==> src/rtl/dvp_rgb565_capture_pkg.sv <==
// Shared types and constants for the DVP RGB565 capture front end:
// FSM state encoding, colour-bar palette and a saturating counter helper.
package dvp_rgb565_capture_pkg;

  typedef enum logic [1:0] {
    ST_IDLE    = 2'd0,
    ST_SKIP    = 2'd1,
    ST_CAPTURE = 2'd2
  } cap_state_e;

  localparam logic [15:0] CNT_MAX     = 16'hFFFF;

  localparam logic [15:0] RGB_WHITE   = 16'hFFFF;
  localparam logic [15:0] RGB_YELLOW  = 16'hFFE0;
  localparam logic [15:0] RGB_CYAN    = 16'h07FF;
  localparam logic [15:0] RGB_GREEN   = 16'h07E0;
  localparam logic [15:0] RGB_MAGENTA = 16'hF81F;
  localparam logic [15:0] RGB_RED     = 16'hF800;
  localparam logic [15:0] RGB_BLUE    = 16'h001F;
  localparam logic [15:0] RGB_BLACK   = 16'h0000;

  function automatic logic [15:0] bar_color(input logic [2:0] bar);
    case (bar)
      3'd0:    return RGB_WHITE;
      3'd1:    return RGB_YELLOW;
      3'd2:    return RGB_CYAN;
      3'd3:    return RGB_GREEN;
      3'd4:    return RGB_MAGENTA;
      3'd5:    return RGB_RED;
      3'd6:    return RGB_BLUE;
      default: return RGB_BLACK;
    endcase
  endfunction

  // Counters stick at all-ones so an over-long line/frame can never alias to a valid count.
  function automatic logic [15:0] sat_inc16(input logic [15:0] v);
    return (v == CNT_MAX) ? v : v + 16'd1;
  endfunction

endpackage

==> src/rtl/dvp_sync_edge.sv <==
// Registers one sensor sync input, normalises it to active-high and
// reports either its leading (RISE_EDGE=1) or trailing (RISE_EDGE=0) edge.
module dvp_sync_edge #(
  parameter bit POL       = 1'b1,
  parameter bit RISE_EDGE = 1'b1
) (
  input  logic i_clk,
  input  logic i_rst,
  input  logic i_sig,
  output logic o_lvl,
  output logic o_edge
);

  logic r_lvl;
  logic r_prev;

  // NOTE: reset is synchronous, so it sits inside the clocked branch; state uses <= so
  // r_prev captures the pre-edge r_lvl rather than the value being written this edge.
  always_ff @(posedge i_clk) begin
    if (i_rst) begin
      r_lvl  <= 1'b0;
      r_prev <= 1'b0;
    end else begin
      r_lvl  <= (i_sig == POL);
      r_prev <= r_lvl;
    end
  end

  assign o_lvl  = r_lvl;
  assign o_edge = RISE_EDGE ? (r_lvl & ~r_prev) : (~r_lvl & r_prev);

endmodule

==> src/rtl/dvp_rgb565_capture.sv <==
// DVP camera capture: drops settling frames, packs byte pairs into RGB565 and checks geometry.
// Build option TEST_PATTERN_EN replaces sensor pixels with eight vertical colour bars.
module dvp_rgb565_capture #(
  parameter int unsigned IN_X        = 1280,
  parameter int unsigned IN_Y        = 720,
  parameter int unsigned SKIP_FRAMES = 3,
  parameter bit          VSYNC_POL   = 1'b1
) (
  input  logic        pclk_in,
  input  logic        rst,
  input  logic        cam_vsync,
  input  logic        cam_href,
  input  logic [7:0]  cam_data,
  output logic        vsync_out,
  output logic        href_out,
  output logic        pix_valid,
  output logic [15:0] i_rgb565_out,
  output logic        line_err,
  output logic        frame_err,
  output logic        capturing
);

  import dvp_rgb565_capture_pkg::*;

  localparam logic [15:0] LINE_PIX    = 16'(IN_X);
  localparam logic [15:0] FRAME_LINES = 16'(IN_Y);
  localparam logic [15:0] SKIP_N      = 16'(SKIP_FRAMES);

  logic        w_vs_n;
  logic        w_vs_rise;
  logic        w_href;
  logic        w_href_fall;

  dvp_sync_edge #(.POL(VSYNC_POL), .RISE_EDGE(1'b1)) u_vsync (
    .i_clk  (pclk_in),
    .i_rst  (rst),
    .i_sig  (cam_vsync),
    .o_lvl  (w_vs_n),
    .o_edge (w_vs_rise)
  );

  dvp_sync_edge #(.POL(1'b1), .RISE_EDGE(1'b0)) u_href (
    .i_clk  (pclk_in),
    .i_rst  (rst),
    .i_sig  (cam_href),
    .o_lvl  (w_href),
    .o_edge (w_href_fall)
  );

  cap_state_e  r_state;
  logic [15:0] r_skip_cnt;
  logic [15:0] r_x_cnt;
  logic [15:0] r_y_cnt;
  logic        r_phase;
  logic        r_seen_line;

  logic        w_in_cap;
  logic        w_go_cap;
  logic        w_cap_nxt;
  logic        w_pix_set;
  logic        w_line_bad;
  logic [15:0] w_y_upd;
  logic [15:0] w_pixel;

  assign w_in_cap   = (r_state == ST_CAPTURE);
  assign w_go_cap   = w_vs_rise &
                      (((r_state == ST_IDLE) && (SKIP_N == 16'd0)) ||
                       ((r_state == ST_SKIP) && (r_skip_cnt == SKIP_N)));
  assign w_cap_nxt  = w_in_cap | w_go_cap;
  assign w_pix_set  = w_in_cap & w_href & r_phase;
  // A dangling high byte leaves r_phase set, which alone flags the line as short.
  assign w_line_bad = (r_x_cnt != LINE_PIX) | r_phase;
  // Line that ends on the same cycle as a vsync edge is counted before the frame check.
  assign w_y_upd    = (w_in_cap & w_href_fall) ? sat_inc16(r_y_cnt) : r_y_cnt;

`ifdef TEST_PATTERN_EN
  logic [31:0] w_bar_idx;
  logic [2:0]  w_bar;

  assign w_bar_idx = (32'(r_x_cnt) << 3) / IN_X;
  assign w_bar     = (w_bar_idx > 32'd7) ? 3'd7 : w_bar_idx[2:0];
  assign w_pixel   = bar_color(w_bar);
`else
  logic [7:0] r_data;
  logic [7:0] r_hi;

  always_ff @(posedge pclk_in) begin
    if (rst) begin
      r_data <= 8'd0;
      r_hi   <= 8'd0;
    end else begin
      r_data <= cam_data;
      if (w_in_cap && w_href && !r_phase) begin
        r_hi <= r_data;
      end
    end
  end

  assign w_pixel = {r_hi, r_data};
`endif

  always_ff @(posedge pclk_in) begin
    if (rst) begin
      r_state      <= ST_IDLE;
      r_skip_cnt   <= 16'd0;
      r_x_cnt      <= 16'd0;
      r_y_cnt      <= 16'd0;
      r_phase      <= 1'b0;
      r_seen_line  <= 1'b0;
      vsync_out    <= 1'b0;
      href_out     <= 1'b0;
      pix_valid    <= 1'b0;
      i_rgb565_out <= 16'd0;
      line_err     <= 1'b0;
      frame_err    <= 1'b0;
      capturing    <= 1'b0;
    end else begin
      case (r_state)
        ST_IDLE: begin
          if (w_vs_rise) begin
            r_state    <= (SKIP_N == 16'd0) ? ST_CAPTURE : ST_SKIP;
            r_skip_cnt <= 16'd1;
          end
        end
        ST_SKIP: begin
          if (w_vs_rise) begin
            if (r_skip_cnt == SKIP_N) begin
              r_state <= ST_CAPTURE;
            end else begin
              r_skip_cnt <= sat_inc16(r_skip_cnt);
            end
          end
        end
        ST_CAPTURE: r_state <= ST_CAPTURE;
        default:    r_state <= ST_IDLE;
      endcase

      capturing <= w_cap_nxt;
      vsync_out <= w_vs_n & w_cap_nxt;

      r_phase   <= w_in_cap & w_href & ~r_phase;
      pix_valid <= w_pix_set;
      if (w_pix_set) begin
        i_rgb565_out <= w_pixel;
      end

      if (w_pix_set) begin
        href_out <= 1'b1;
      end else if (w_href_fall) begin
        href_out <= 1'b0;
      end

      if (w_href_fall) begin
        r_x_cnt <= 16'd0;
      end else if (w_pix_set) begin
        r_x_cnt <= sat_inc16(r_x_cnt);
      end

      r_y_cnt     <= w_vs_rise ? 16'd0 : w_y_upd;
      r_seen_line <= r_seen_line | (w_in_cap & w_href_fall);

      line_err  <= w_in_cap & w_href_fall & w_line_bad;
      frame_err <= w_in_cap & w_vs_rise & (r_seen_line | w_href_fall) &
                   (w_y_upd != FRAME_LINES);
    end
  end

endmodule

==> config.mk <==
export PLATFORM = sky130hd
export DESIGN_NAME = dvp_rgb565_capture
export DESIGN_NICKNAME = d
export VERILOG_FILES = /design/src/rtl/dvp_rgb565_capture_pkg.sv /design/src/rtl/dvp_sync_edge.sv /design/src/rtl/dvp_rgb565_capture.sv
export SDC_FILE = /design/constraint.sdc
export NUM_CORES = 1
export LEC_CHECK = 0
export ABC_AREA = 1
export CORE_ASPECT_RATIO = 0.8
export CORE_MARGIN = 10
export CORE_UTILIZATION = 35
export DETAILED_ROUTE_END_ITERATION = 16
export PLACE_DENSITY = 0.61
export REMOVE_ABC_BUFFERS = 1
export SLEW_MARGIN = 40
export SYNTH_ARGS = -nofsm -noshare
export SYNTH_HDL_FRONTEND = slang
export SYNTH_SLANG_ARGS = --single-unit
export TNS_END_PERCENT = 5
==> constraint.sdc <==
create_clock -name pclk_in -period 1.8 [get_ports pclk_in]
set_input_delay 0.18 -clock pclk_in [delete_from_list [all_inputs] [get_ports pclk_in]]
set_output_delay 0.18 -clock pclk_in [all_outputs]
set_load 0.02 [all_outputs]
==> results.md, run 1 <==
- The flow ran to the end, and the final reports show no timing, DRC or antenna violations.
- The total grt overflow is 0.
- Once the floorplan was initialized, standard cells occupied 35.9% of the core.
- The internal portion of the total power is 3.35 mW.
- The initial antenna violation count is 0.
- By area the synthesized netlist is led by dfxtp_1, nand2_1, nor2_1.
- After synthesis the netlist holds a flip-flop and latch count of 94.
- The share of final-layout standard cells stronger than drive strength 1 is 18.5%.
- The sum of met2 wire segment lengths after detailed routing is 4.96 mm.
- The total net switching power is 1.27 mW.
- Dividing the final minimum period by the clock period gives 96.6%.
- The first detailed-routing pass ran for 5 iterations.
- Summing all placed instances gives a cell area of 5420 µm².
- After Yosys synthesis, full adders, half adders and majority gates account for 1.89% of the synthesized area.
- The synthesized design spends more area on one cell type than any other, namely dfxtp_1.
- Setup repair after global routing could not meet its margin everywhere.
- Net switching is 27.5% of the power.
- The highest ir drop seen on vdd is 0.490 mV.
- The count of antenna-violating nets left after detailed routing is 0.
- The critical path required time is 2.03 ns.
- The area of the die is 18300 µm².
- The detailed-route DRC error count is 0.
- The highest metal layer carrying signal wires in the routed design is met4.
- The master cell of the clock root buffer is clkbuf_16.
- No sink is reached through more buffers than the 2 on the longest clock path.
- The number of rows created at floorplan is 37.
- After floorplanning, the core was sized to cover 12900 µm².
- The final instance area is 5840 µm².
- The max-cap violation count is 0.
- The final-layout setup total negative slack is 0 ns.
- STA classifies the critical path endpoint as a flip-flop.
- The cell leakage power is 2.34 nW.
- The first global-routing pass estimated 19.8 mm of wire.
- During synthesis, Yosys emitted a total of 0 warnings.
- In this run the most critical hold path is launched from cam_data[6].
- The end-of-flow core utilization is 45.2%.
- The path type of the worst setup path is reg -> reg.
- The clock network accounts for 41.0% of the total power.
- The post-synthesis xor/xnor area fraction is 3.59%.
- The depth of the worst hold-timing path is 3.
- Of the total synthesized cell area, the portion taken by AND, OR, NAND and NOR gates is 36.4%.
- The worst endpoint data arrival time is 1.97 ns.
- Synthesis produced 652 cells.
- The clock slew seen by the registers of the worst setup and hold paths is 0.08 ns.
- The floorplan step set the die width to 149 µm.
- The number of top-level pins is 34.
- The cell depth of the worst flop-to-flop path is 11.
- The average vias per placed instance is 4.73.
- The power density over cell area is 791 nW/µm².
- The area share of the largest cell type after synthesis is 40.6%.
- Setup violations remaining at the end of the flow were counted as 0.
- The count of input and output buffers is 33.
- The share of total power in sequential cells is 46.9%.
- The number of nets in the final layout is 743.
- The number of CTS-inserted buffers is 9.
- The count of final hold-check violations came to 0.
- The sum of net half-perimeters after detailed placement is 8.23 mm.
- After synthesis the cells add up to 4640 µm².
- The combinational family with the most area after synthesis is simple AND/OR/NAND/NOR gates.
- After synthesis, the mean cell area works out to 7.11 µm².
- The minimum setup slack among reg-to-reg paths is 0.06 ns.
- Of all nets on the critical path, the largest fanout is 7.
- The kind of start point of the critical path is a flip-flop.
- The worst register-to-register path begins at r_state[0].
- Between clock sinks in the finished design, the worst skew comes to 0.00756 ns.
- The via count of the first global-routing pass was 4259.
- The sink of the worst hold path is r_data[6].
- In the final routing, the length of wire on met1 measures 5.47 mm.
- The congestion estimate from routability-driven global placement came to 0.857.
- The routed length per placed instance is 12.4 µm.
- The endpoint identified for the worst register-to-register timing path is frame_err.
- The number of pins with negative max-slew slack in the final report is 0.
- The number of antenna diodes in the final layout is 0.
- The relative area change from synthesis to final layout is 26.0%.
- The share of synthesized area spent on multiplexers is 0%.
- The combinational share of power is 12.1%.
- The insertion delay of the later-clocked pin in the worst-skew pair is 0.35 ns.
- The number of library cell types mapped by synthesis is 39.
- Summing the areas of all compound-gate instances in the mapped netlist gives 9.87% of the synthesized area.
- The count of clock tree sinks is 94.
- The post-route minimum period is 1.74 ns.
- The routed wire length is 11.2 mm.
- The path category of the worst min-delay check is in -> reg.
- TritonCTS built the clock tree.
- For this run, the register share of the synthesized area comes to 40.6%.
- The die boundary height is 123 µm.
- The global routing usage summed across all routing layers is 12.9%.
- The transition time of the tightest slew-check pin is 0.372 ns.
- Detailed routing inserted a total of 4279 vias.
- The routed design uses 547 µm of met3 wire.
- Entering global routing, the biggest net connects 30 pins.
- The relative max-transition margin is 75.0%.
- In this run, the number of DRC markers left after iteration 0 of detailed routing was 382.
- The highest achievable clock rate is 575 MHz.
- The number of levels the H-tree was split into is 3.
[worst max-delay path by stage]
stage / start / endpoint / slack [ns] / cells after the start
floorplan: r_state[0] / r_x_cnt[8] / -0.06 / 11
global route: r_y_cnt[7] / frame_err / -0.07 / 8
detailed placement: r_state[1] / r_skip_cnt[6] / -0.07 / 9
CTS: r_state[0] / frame_err / -0.03 / 10
finish: r_state[0] / frame_err / 0.06 / 11
global placement: r_state[1] / r_skip_cnt[6] / 0.01 / 8
[critical path, stage by stage, from the launching register on]
cell,delay [ns]
dfxtp_1,0.33
inv_1,0.08
ha_2,0.23
nand3_4,0.15
buf_4,0.17
buf_4,0.16
nand2_1,0.06
nand2_1,0.07
nor2_2,0.12
nand3_1,0.10
nor2_1,0.09
a21oi_1,0.07
[Yosys cell counts, drive strengths merged]
library cell,n
inv,68
nor3,21
nor2,126
nor4,6
xor2,17
xnor2,2
nand4,11
buf,7
nand3,49
nor3b,4
dfxtp,94
o21bai,1
a311oi,1
clkbuf,10
nand3b,2
or2,3
ha,7
o21ai,41
and2,1
nand2,139
clkinv,3
a21oi,39
[layout by cell type, fill, tap and decap left out, drive strengths merged]
| cell type | count |
|---|---|
| nand4 | 11 |
| a21oi | 39 |
| nor3 | 21 |
| a311oi | 1 |
| dfxtp | 94 |
| xor2 | 17 |
| o21bai | 1 |
| clkinvlp | 2 |
| nor2 | 126 |
| or2 | 3 |
| nand3 | 49 |
| nor4 | 6 |
| xnor2 | 2 |
| inv | 72 |
| and2 | 1 |
| clkinv | 4 |
| clkbuf | 9 |
| buf | 45 |
| o21ai | 41 |
| ha | 7 |
| nand3b | 2 |
| nor3b | 4 |
| clkdlybuf4s50 | 33 |
| nand2 | 139 |
[sequential cells by signal (all words and copies together) (netlist names), 2 cells and up]
register / cells
i_rgb565_out: 16
r_skip_cnt: 16
r_x_cnt: 16
r_y_cnt: 16
r_data: 8
r_hi: 8
r_state: 2
[power by group through the flow]
stage / registers, mW / logic, mW / clock network, mW
3_3_place_gp: 2.21 / 0.539 / 0
6_report: 2.17 / 0.561 / 1.89
4_1_cts: 2.16 / 0.559 / 1.96
3_5_place_dp: 2.21 / 0.553 / 0
5_1_grt: 2.17 / 0.635 / 2.03
2_1_floorplan: 2.21 / 0.280 / 0
[kinds of logic (layout without fill, tap and decap cells)]
kind of cell             after synthesis  in the layout
buffers and inverters                 88            165
AND/OR/NAND/NOR                      362            362
AO/OA/AOI/OAI                         82             82
flip-flops                            94             94
adder cells (fa/ha/maj)                7              7
XOR/XNOR                              19             19
[metal layers]
| metal | track usage [%] | vias to the layer above |
|---|---|---|
| met5 | 0 | - |
| met4 | 4.64 | 0 |
| met3 | 3.40 | 10 |
| met2 | 20.6 | 85 |
| met1 | 16.5 | 1949 |
| li1 | - | 2235 |
[timing repair]
item,CTS,global route
resized for setup,1,25
setup buffers,0,6
setup endpoints to repair,13,22
pin swaps,0,7
cloned,0,0
hold buffers,0,0
[metrics by stage]
| stage | hold WS, ns | std cells | power [mW] | setup slack [ns] |
|---|---|---|---|---|
| after floorplan | 0.242 | 635 | 2.49 | -0.0575 |
| after global placement | 0.443 | 882 | 2.75 | 0.0127 |
| after detailed placement | 0.450 | 882 | 2.76 | -0.0650 |
| after CTS | 0.331 | 898 | 4.68 | -0.0328 |
| after global routing | 0.364 | 904 | 4.84 | -0.0703 |
| final | 0.344 | 904 | 4.62 | 0.0616 |
[area by class of cell]
class / count / area (µm²)
timing repair buffer: 78 / 693
inverter: 71 / 272
clock inverter: 7 / 73.8
sequential: 94 / 1890
multi-input combinational: 470 / 2470
fill: 1298 / 7070
clock buffer: 9 / 225
tap: 175 / 219
Power figures use the tool's default switching activity.
==> run 2, diff against run 1 <==
clock period = 2.23 ns   (was 1.8 ns; I/O delays follow)
==> run 2 against run 1 <==
Utilization decreased by 2.7 points. Routed wire length fell by 4.6%. Clock power fell by 14%. Register-to-register slack gained 0.16 ns. Fmax down 13%. Final cell count is 3.9% lower. Critical endpoint unchanged.
==> results.md, run 2 (synthesis results as in run 1) <==
- The relative max-transition margin is 68.8% (-6.1 points).
- The master cell of the clock root buffer is clkbuf_16.
- The max-cap violation count was 0 (unchanged).
- The multi-input logic area is 2400 µm² (-2.9%).
- STA classifies the critical path startpoint as a flip-flop.
- The count of antenna-violating nets left after detailed routing is 0 (unchanged).
- The clock slew seen by the registers of the worst setup and hold paths is 0.07 ns (about the same).
- The transition time of the tightest slew-check pin is 0.464 ns (+0.0921 ns).
- The path type of the worst setup path is reg -> reg.
- The final antenna diode count is 0 (unchanged).
- The layout filler cell count was 1313 (+1.2%).
- The cell leakage power was 2.16 nW (-7.8%).
- The cell depth of the worst flop-to-flop path is 11 (unchanged).
- The worst register-to-register path ends at frame_err.
- The sink of the worst hold path is r_data[6].
- The highest ir drop seen on vdd is 0.423 mV (-14%).
- The library cells used most frequently in the layout, excluding fill and tap cells, are nand2_1, nor2_1, dfxtp_1, inv_1, nand3_1.
- The nature of the critical path endpoint is a flip-flop.
- The share of final-layout standard cells stronger than drive strength 1 came to 11.8% (-6.7 points).
- The most common cell after layout, fill and taps aside is nand2_1.
- The largest clock skew in the final design is 0.00894 ns (+0.00139 ns).
- The final instance area is 5490 µm² (-6.0%).
- The die width is 149 µm (unchanged).
- The global placer's final weighted congestion is 0.911 (+6.3%).
- The cell area after placement was 5170 µm² (-4.5%).
- The sum of net half-perimeters after detailed placement is 7.80 mm (-5.1%).
- The detailed-route via count is 4213 (-1.5%).
- The placeable core area came to 12900 µm² (unchanged).
- The highest achievable clock rate is 499 MHz (-13%).
- The origin of the worst min-delay path is cam_data[6].
- The share of the cycle needed by the critical path after routing is 89.9% (-6.7 points).
- The maximum fanout encountered on the critical timing path came to 8 (+1).
- The pin count of the biggest net entering global routing is 30 (unchanged).
- The number of CTS-inserted buffers is 9 (unchanged).
- The number of setup violations in the final report is 0 (unchanged).
- The count of buffers added by post-CTS timing repair for setup is 0 (unchanged).
- The relative area change from synthesis to final layout is 18.4%.
- The count of input and output buffers was 33 (unchanged).
- The effective utilization at floorplan is 35.9% (unchanged).
- The initial antenna violation count is 0 (unchanged).
- The detailed-route DRC error count is 0 (unchanged).
- The area of the die came to 18300 µm² (unchanged).
- The routed length per placed instance is 12.3 µm (-0.80%).
- The via count of the first global-routing pass came to 3915 (-8.1%).
- The insertion delay of the later-clocked pin in the worst-skew pair is 0.34 ns (about the same).
- The run finished with clean final reports.
- The number of pins with negative max-slew slack in the final report is 0 (unchanged).
- The number of top-level pins is 34 (unchanged).
- The minimum setup slack among reg-to-reg paths is 0.23 ns (+0.16 ns).
- The depth of the worst hold-timing path came to 3 (unchanged).
- The number of placed cells counting well taps came to 853 (-3.3%).
- The final critical-path setup slack came to 0.225 ns (+0.164 ns).
- The worst slack at placement is 0.243 ns (+0.308 ns).
- The reg-to-reg critical path startpoint is r_state[0].
- The critical path required time is 2.46 ns (+0.43 ns).
- The average vias per placed instance is 4.85 (+2.4%).
- The number of rows created at floorplan is 37 (unchanged).
- The sequential cell area is 1880 µm² (-0.33%).
- The initial DRC count is 317 (-17%).
- In this run the worst hold path is classified as in -> reg.
- The power density over cell area is 681 nW/µm² (-14%).
- The count of final hold-check violations was 0 (unchanged).
- The die boundary height was 123 µm (unchanged).
- The final-layout setup total negative slack came to 0 ns (unchanged).
- The worst endpoint data arrival time came to 2.23 ns (+0.26 ns).
- The maximum clock insertion buffer count is 2 (unchanged).
- The count of clock tree sinks is 94 (unchanged).
- The routed wire length came to 10.7 mm (-4.6%).
- The total grt overflow is 0 (unchanged).
- The global routing usage summed across all routing layers was 12.1% (-0.82 points).
- The number of levels the H-tree was split into is 3 (unchanged).
- The final standard cell count with taps included and fillers excluded was 869 (-3.9%).
- The wire length of the first global-routing pass is 18.5 mm (-6.4%).
- The detailed-routing iteration count for the pre-antenna-repair pass is 5 (unchanged).
- Setup repair after global routing left no endpoint under its margin.
- The post-route worst hold slack came to 0.386 ns (+0.0420 ns).
- TritonCTS built the clock tree.
- The number of nets in the final layout is 708 (-4.7%).
- The post-cts sizing count is 0 (-1).
- The number of hold-repair buffers added at the cts stage came to 0 (unchanged).
- The post-route minimum period is 2.00 ns (+0.266 ns).
[run 2: changes by cell type in the layout (fill, tap and decap cells not counted), moves of 2 or more]
cell	delta
buf_4	-33
nor2_1	+7
dfxtp_1	+5
dfxtp_2	-5
nor2_2	-5
ha_1	+3
buf_12	-2
clkinvlp_4	-2
ha_2	-2
nor2_4	-2
nor3_1	+2
nor3_2	-2
[run 2: layout make-up]
class | instances | share of cell area (%)
Sequential cell | 94 | 34.3
Clock buffer | 9 | 4.10
Timing Repair Buffer | 43 | 7.38
Clock inverter | 7 | 1.66
Tap cell | 175 | 3.99
Inverter | 71 | 4.85
Multi-Input combinational cell | 470 | 43.7
[run 2: layer usage]
layer,routed length [µm],GRT usage [%],share of wire (%)
met3,620,3.50,5.8
met1,5430,16.4,51
met4,147,4.26,1.4
met5,0,0,0
met2,4460,17.8,42
[run 2: worst max-delay path: stages, from the launching register on]
cell and delay, ns:
dfxtp_1 0.33, inv_1 0.09, ha_1 0.25, nand3_2 0.22, nor2_1 0.29, nand3_1 0.13
nand2_1 0.07, nand3_1 0.08, nor2_1 0.13, nand3_1 0.11, nor2_1 0.11, a21oi_1 0.08
[run 2: per-stage QoR]
step / util [%] / power, mW
after floorplan: - / 2.01
after global placement: 40.1 / 2.14
after detailed placement: 40.1 / 2.15
after CTS: 42.5 / 3.78
after global routing: 42.5 / 3.91
final: 42.5 / 3.74
[run 2: worst max-delay path by stage]
| stage | startpoint | to | slack, ns | cells past startpoint |
|---|---|---|---|---|
| final | r_state[0] | frame_err | 0.23 | 11 |
| after CTS | r_state[0] | frame_err | 0.23 | 11 |
| after detailed placement | r_state[0] | frame_err | 0.24 | 11 |
| after floorplan | r_state[0] | r_x_cnt[8] | 0.37 | 11 |
| after global routing | r_state[0] | r_x_cnt[8] | 0.03 | 11 |
| after global placement | r_state[0] | frame_err | 0.24 | 11 |
[run 2: power by group]
part	switching (mW)	internal [mW]	leakage [nW]
combinational	0.241	0.125	1.24
sequential	0.0275	1.72	0.760
clock	0.721	0.901	0.157
total	0.989	2.75	2.16
==> run 3, diff against run 2 <==
CTS_BUF_LIST = sky130_fd_sc_hd__clkbuf_16   (was not set)
CTS_CLUSTER_DIAMETER = 40   (was not set)
SLEW_MARGIN = 20   (was 40)
==> results of run 3 <==
Same layout as run 2: the final DEF is identical, and so are final timing and power.
